--- src/rtl/layer5_reader_pkg.sv ---
// Shared types and helpers for the layer-5 result reader.
// Optional build macro: LAYER5_READER_RELU_EN (clamp negative lanes on capture).
package layer5_reader_pkg;

   // Sequencer states: one FETCH bubble per pixel, then SEND for all beats.
   typedef enum logic [1:0] {
      IDLE  = 2'd0,
      FETCH = 2'd1,
      SEND  = 2'd2,
      DONE  = 2'd3
   } state_t;

   // Default geometry: 128-bit result word sent as four 32-bit beats.
   localparam int DEF_DATA_W = 128;
   localparam int DEF_BEAT_W = 32;
   localparam int BEATS      = DEF_DATA_W / DEF_BEAT_W;

   // Counter width for n values; a counter is never narrower than one bit.
   function automatic int cnt_w(input int n);
      return (n <= 1) ? 1 : $clog2(n);
   endfunction

   // ReLU on one signed lane of width w (w <= 64): negative lanes become 0.
   function automatic logic [63:0] relu_lane(input logic [63:0] lane, input int w);
      return lane[6'(w - 1)] ? 64'd0 : lane;
   endfunction

endpackage

--- src/rtl/layer5_beat_serializer.sv ---
// Holds one captured result word and streams it as BEAT_W beats, LSB beat first.
// With LAYER5_READER_RELU_EN defined, negative LANE_W lanes are clamped to 0 on capture.
module layer5_beat_serializer
   import layer5_reader_pkg::*;
#(
   parameter int DATA_W = 128,
   parameter int BEAT_W = 32,
   parameter int LANE_W = 16
) (
   input  logic              clk,
   input  logic              rst,
   input  logic              load,
   input  logic [DATA_W-1:0] load_data,
   input  logic              send,
   input  logic              last_pixel,
   input  logic              out_ready,
   output logic [BEAT_W-1:0] out_data,
   output logic              out_valid,
   output logic              out_last,
   output logic              pixel_done
);

   localparam int NBEATS = DATA_W / BEAT_W;
   localparam int BCW    = cnt_w(NBEATS);
   localparam int LANES  = DATA_W / LANE_W;

   logic [DATA_W-1:0] word_q, word_d;
   logic [DATA_W-1:0] cap_word;
   logic [BCW-1:0]    beat_cnt_q, beat_cnt_d;
   logic              fire;
   logic              last_beat;

   // Per-lane capture path: clamp or pass-through depending on build.
   for (genvar i = 0; i < LANES; i++) begin : g_lane
`ifdef LAYER5_READER_RELU_EN
      assign cap_word[i*LANE_W +: LANE_W] =
         LANE_W'(relu_lane(64'(load_data[i*LANE_W +: LANE_W]), LANE_W));
`else
      assign cap_word[i*LANE_W +: LANE_W] = load_data[i*LANE_W +: LANE_W];
`endif
   end

   assign fire       = send && out_ready;
   assign last_beat  = (beat_cnt_q == BCW'(NBEATS - 1));
   assign pixel_done = fire && last_beat;

   // Beat outputs derive only from registered state, so they stay put while stalled.
   assign out_valid = send;
   assign out_last  = send && last_pixel && last_beat;
   assign out_data  = send ? word_q[int'(beat_cnt_q)*BEAT_W +: BEAT_W] : '0;

   // Next word / beat index: load on fetch, advance only on an accepted beat.
   always_comb begin
      word_d     = word_q;
      beat_cnt_d = beat_cnt_q;
      if (load) begin
         word_d     = cap_word;
         beat_cnt_d = '0;
      end else if (fire) begin
         beat_cnt_d = last_beat ? '0 : BCW'(beat_cnt_q + 1'b1);
      end
   end

   // Word register and beat counter.
   always_ff @(posedge clk or posedge rst) begin
      if (rst) begin
         word_q     <= '0;
         beat_cnt_q <= '0;
      end else begin
         word_q     <= word_d;
         beat_cnt_q <= beat_cnt_d;
      end
   end

endmodule

--- src/rtl/layer5_result_reader.sv ---
// Read-side sequencer for the layer-5 result memory: raster-walks the MAP_W x MAP_W map,
// reads each result word and hands it to the beat serializer.
// Optional build macro: LAYER5_READER_RELU_EN (clamp negative lanes on capture).
module layer5_result_reader
   import layer5_reader_pkg::*;
#(
   parameter int MAP_W  = 8,
   parameter int DATA_W = 128,
   parameter int BEAT_W = 32,
   parameter int LANE_W = 16
) (
   input  logic              clk,
   input  logic              rst,
   input  logic              start,
   output logic              busy,
   output logic              done,
   output logic [15:0]       read_row_addr,
   output logic [15:0]       read_col_addr,
   output logic              layer5_result_read_signal,
   input  logic [DATA_W-1:0] layer5_result_output,
   output logic [BEAT_W-1:0] out_data,
   output logic              out_valid,
   input  logic              out_ready,
   output logic              out_last
);

   localparam int CW = cnt_w(MAP_W);

   state_t        state_q, state_d;
   logic [CW-1:0] row_q, row_d;
   logic [CW-1:0] col_q, col_d;
   logic          busy_q, busy_d;
   logic          done_q, done_d;
   logic          final_pixel;
   logic          last_col;
   logic          pixel_done;

   assign last_col    = (col_q == CW'(MAP_W - 1));
   assign final_pixel = last_col && (row_q == CW'(MAP_W - 1));

   // Memory is combinational-read: enable only during the FETCH bubble.
   assign layer5_result_read_signal = (state_q == FETCH);
   assign read_row_addr             = 16'(row_q);
   assign read_col_addr             = 16'(col_q);
   assign busy                      = busy_q;
   assign done                      = done_q;

   // Sequencer next-state, raster counters and registered status flags.
   always_comb begin
      state_d = state_q;
      row_d   = row_q;
      col_d   = col_q;
      case (state_q)
         IDLE:  if (start) state_d = FETCH;
         FETCH: state_d = SEND;
         SEND: begin
            if (pixel_done) begin
               if (final_pixel) begin
                  // Counters rewind so the next map starts at (0,0).
                  state_d = DONE;
                  row_d   = '0;
                  col_d   = '0;
               end else begin
                  state_d = FETCH;
                  if (last_col) begin
                     col_d = '0;
                     row_d = CW'(row_q + 1'b1);
                  end else begin
                     col_d = CW'(col_q + 1'b1);
                  end
               end
            end
         end
         DONE:    state_d = IDLE;
         default: state_d = IDLE;
      endcase
      busy_d = (state_d != IDLE);
      done_d = (state_d == DONE);
   end

   // Sequencer state; reset discards any partial map.
   always_ff @(posedge clk or posedge rst) begin
      if (rst) begin
         state_q <= IDLE;
         row_q   <= '0;
         col_q   <= '0;
         busy_q  <= 1'b0;
         done_q  <= 1'b0;
      end else begin
         state_q <= state_d;
         row_q   <= row_d;
         col_q   <= col_d;
         busy_q  <= busy_d;
         done_q  <= done_d;
      end
   end

   layer5_beat_serializer #(
      .DATA_W (DATA_W),
      .BEAT_W (BEAT_W),
      .LANE_W (LANE_W)
   ) u_ser (
      .clk        (clk),
      .rst        (rst),
      .load       (state_q == FETCH),
      .load_data  (layer5_result_output),
      .send       (state_q == SEND),
      .last_pixel (final_pixel),
      .out_ready  (out_ready),
      .out_data   (out_data),
      .out_valid  (out_valid),
      .out_last   (out_last),
      .pixel_done (pixel_done)
   );

endmodule
--- config.mk ---
export PLATFORM = sky130hd
export DESIGN_NAME = layer5_result_reader
export DESIGN_NICKNAME = d
export VERILOG_FILES = /design/src/rtl/layer5_reader_pkg.sv /design/src/rtl/layer5_beat_serializer.sv /design/src/rtl/layer5_result_reader.sv
export SDC_FILE = /design/constraint.sdc
export NUM_CORES = 1
export LEC_CHECK = 0
export ABC_CLOCK_PERIOD_IN_PS = 7700
export BUFFER_PORTS_ARGS = -buffer_cell sky130_fd_sc_hd__clkbuf_2
export CORE_ASPECT_RATIO = 0.6
export CORE_MARGIN = 2
export CORE_UTILIZATION = 45
export CTS_CLUSTER_DIAMETER = 80
export DETAILED_ROUTE_END_ITERATION = 10
export PLACE_DENSITY = 0.71
export SLEW_MARGIN = 20
export SYNTH_ARGS = -nofsm -noshare
export SYNTH_HDL_FRONTEND = slang
export SYNTH_SLANG_ARGS = --single-unit
--- constraint.sdc ---
create_clock -name clk -period 7.7 [get_ports clk]
set_input_delay 2.31 -clock clk [delete_from_list [all_inputs] [get_ports clk]]
set_output_delay 2.31 -clock clk [all_outputs]
set_load 0.02 [all_outputs]
==> metrics.txt <==
Clk pwr share=26.2%; Synth Area in Compound Gates=0.752%; DRC=0; FF-to-FF Start=state_q[1]$_DFF_PP0_; cts bufs inserted=17; Placement Setup Slack=3.30 ns; number of non-filler instances in the completed layout=1061; setup_tns=0 ns; Max stage delay on crit path=0.76 ns; GRT overflow=0; layout cells sized above 1=28.2%; number of global-route vias before repair=4900; EDFF count, synth=0; internal power=0.00219 W; clk slew on worst S/H paths=roughly 0.060 ns; Rel. slew slack=roughly 43%; # setup viols final=0; vias per cell=around 4.7; die area=15800 um^2; I/O Buffers=174; WP depth=4; IO Pins=approximately 200; crit start category=register; XOR/XNOR Fraction of Synth Area=0%; TritonCTS clock tree=yes; Routed WL=15.1 mm; CTS Hold Bufs=0; MaxCap Viol Count=0; outcome=completed; Yosys reg bits=140; Worst Path Buf+Inv=2; Hold Crit Depth=2; post-synthesis sequential area ratio=52.6%; Max Clock Freq=~210 MHz; Post-synth top flop=dfrtp_1; Layout Cell Area excl Fill=8100 um^2; mux cell area share after synthesis=between 10% and 20%; initial core utilization=46.0%; Crit path arrival time=2.48 ns; Mapped Area=around 6700 um^2; Syn Inst Count=696; via count=5001; num rows=34; Placed Area=about 7500 um^2; global-route wire length before repair=24.9 mm; CP Class=register to output port; worst-case vdd ir drop=0.159 mV; clk root buf=clkbuf_16; endpoint of the worst register-to-register path=u_ser.word_q[32]$_DFFE_PP0N_; final period utilization=62.2%; CP required=5.39 ns; PostCTS Resize Cnt=0; placed cell count=just over 1000; Pre-Repair DR Iteration Count=5; Comb pwr share=34.4%; clock tree sinks=140; initial antenna violation count=1; min-delay src=u_ser.word_q[48]$_DFFE_PP0N_; Distinct cells, synth=28; Hold Path Class=register to register; worst-case clock buffer depth=2; die height=98.2 um; Total Routing Usage GR=20.2%; Area Overhead vs Synth=21.7%; setup ws final=2.91 ns; Slew Viols, Final=0; R2R setup slack=5.14 ns; H-tree depth=4; die extent in x=about 160 um; pwr/cell area=417 nW/um^2; area of the core=14500 um^2; yosys warns=0; final hold viol count=0; cell chain of the critical path=buf_4 -> mux4_2 -> and2_1 -> clkbuf_2; net switching power=0.00119 W; drt initial violations=roughly 320; Final min period=4.79 ns; wire length per cell=14.3 um; sequential power share=39.4%; slowest CP cell=dfrtp_2; Post-Synth Adder-Cell Area=0.940%; Post-CTS Setup Bufs=0; Leak Pwr=around 4.5 nW; Worst setup EP type=output port; fin nets=988; worst slew pin tran=0.855 ns; GPL Wtd Cong=0.773; WHS Endpoint=u_ser.word_q[48]$_DFFE_PP0N_; ys async rst share=100%; ant diodes=0; main combinational cell family by area after synthesis=simple AND/OR/NAND/NOR gates; number of routed nets with antenna violations=0; Top delay family on crit path=flip-flops; switching part of the total=35.2%; worst skew pair latency=between 0.4 and 0.5 ns; worst r2r path cells=5; DP Wirelength=between 9 and 10 mm; clk_skew=0.00933 ns; simple-gate share of the synthesized area=between 20% and 30%; CP max FO=19; RSZ-0062 raised after global routing=false; pin count of the biggest net entering global routing=84; Syn Area/Cell=9.56 um^2
## routing by layer
layer | track usage [%] | up-vias | part of all wire (%)
met5 | 0 | - | 0
met4 | 6.04 | 0 | 0.92
met3 | 6.07 | 12 | 8.1
met2 | 28.1 | 181 | 42
met1 | 30.4 | 2347 | 49
li1 | - | 2461 | -
## cell type report
class / count / area, um^2
fillers: 1357 / 6360
flip-flops and latches: 140 / 3510
multi-input cells: 511 / 2790
repair buffers: 178 / 901
clock buffers: 19 / 443
well taps: 198 / 248
clock inverters: 12 / 195
inverters: 3 / 18.8
## through the flow
step	hold WS [ns]	power, W	utilization [%]
floorplan	0.437	0.00223	-
global placement	0.451	0.00248	51.6
detailed placement	0.455	0.00251	51.6
CTS	0.469	0.00342	56.0
global route	0.485	0.00363	56.0
finish	0.466	0.00338	56.0
## tightest hold or removal path, stage by stage, from the launching register on
cell and delay (ns):
dfrtp_1 0.33, nand2_1 0.05, nand2_1 0.05
## logic make-up (layout without fill, tap and decap cells)
logic type,count (synthesis),count (layout)
AND/OR/NAND/NOR,434,434
adder cells (fa/ha/maj),5,5
other,1,26
multiplexers,38,38
flip-flops,140,140
AO/OA/AOI/OAI,8,8
buffers and inverters,70,212
## cells in the mapped netlist (all sizes together), types with 2 or more instances
cell | count | area share [%]
nand2 | 387 | 22
a22o | 2 | 0.26
o21ai | 2 | 0.15
mux2 | 6 | 1.0
dfrtp | 140 | 53
nor2 | 4 | 0.23
buf | 63 | 6.6
nand3 | 3 | 0.23
and2 | 32 | 3.0
clkbuf | 4 | 0.23
inv | 3 | 0.17
ha | 5 | 0.94
mux4 | 32 | 11
a21oi | 3 | 0.23
nand2b | 3 | 0.39
## power by group through the flow
stage,Combinational [W],Clock (W),Sequential [W]
2_1_floorplan,0.00102,0,0.00122
3_3_place_gp,0.00115,0,0.00133
3_5_place_dp,0.00118,0,0.00134
4_1_cts,0.00118,0.000903,0.00133
5_1_grt,0.00132,0.000936,0.00138
6_report,0.00116,0.000886,0.00133
## flip-flops by register name, indices dropped and copies added (netlist names)
name	count
busy	1
col_q	3
done	1
row_q	3
state_q	2
u_ser.beat_cnt_q	2
u_ser.word_q	128
## worst max-delay path by stage
stage,to,startpoint
floorplan,busy$_DFF_PP0_,rst
global placement,out_data[30],u_ser.beat_cnt_q[0]$_DFFE_PP0P_
detailed placement,out_data[30],u_ser.beat_cnt_q[0]$_DFFE_PP0P_
CTS,out_data[30],u_ser.beat_cnt_q[0]$_DFFE_PP0P_
global route,out_data[30],u_ser.beat_cnt_q[0]$_DFFE_PP0P_
finish,out_data[30],u_ser.beat_cnt_q[0]$_DFFE_PP0P_
## cell usage in the layout (no fill, tap or decap), types with 3 or more instances in the layout
master,count
nand3_1,3
mux2_2,6
nand2_1,387
clkbuf_2,174
mux4_2,22
bufinv_16,5
clkinv_2,4
nor2_1,4
dfrtp_1,138
clkbuf_16,17
ha_1,5
conb_1,26
mux4_1,10
a21oi_1,3
buf_4,4
and2_1,32
No activity file was read; power rests on OpenSTA's default activity.
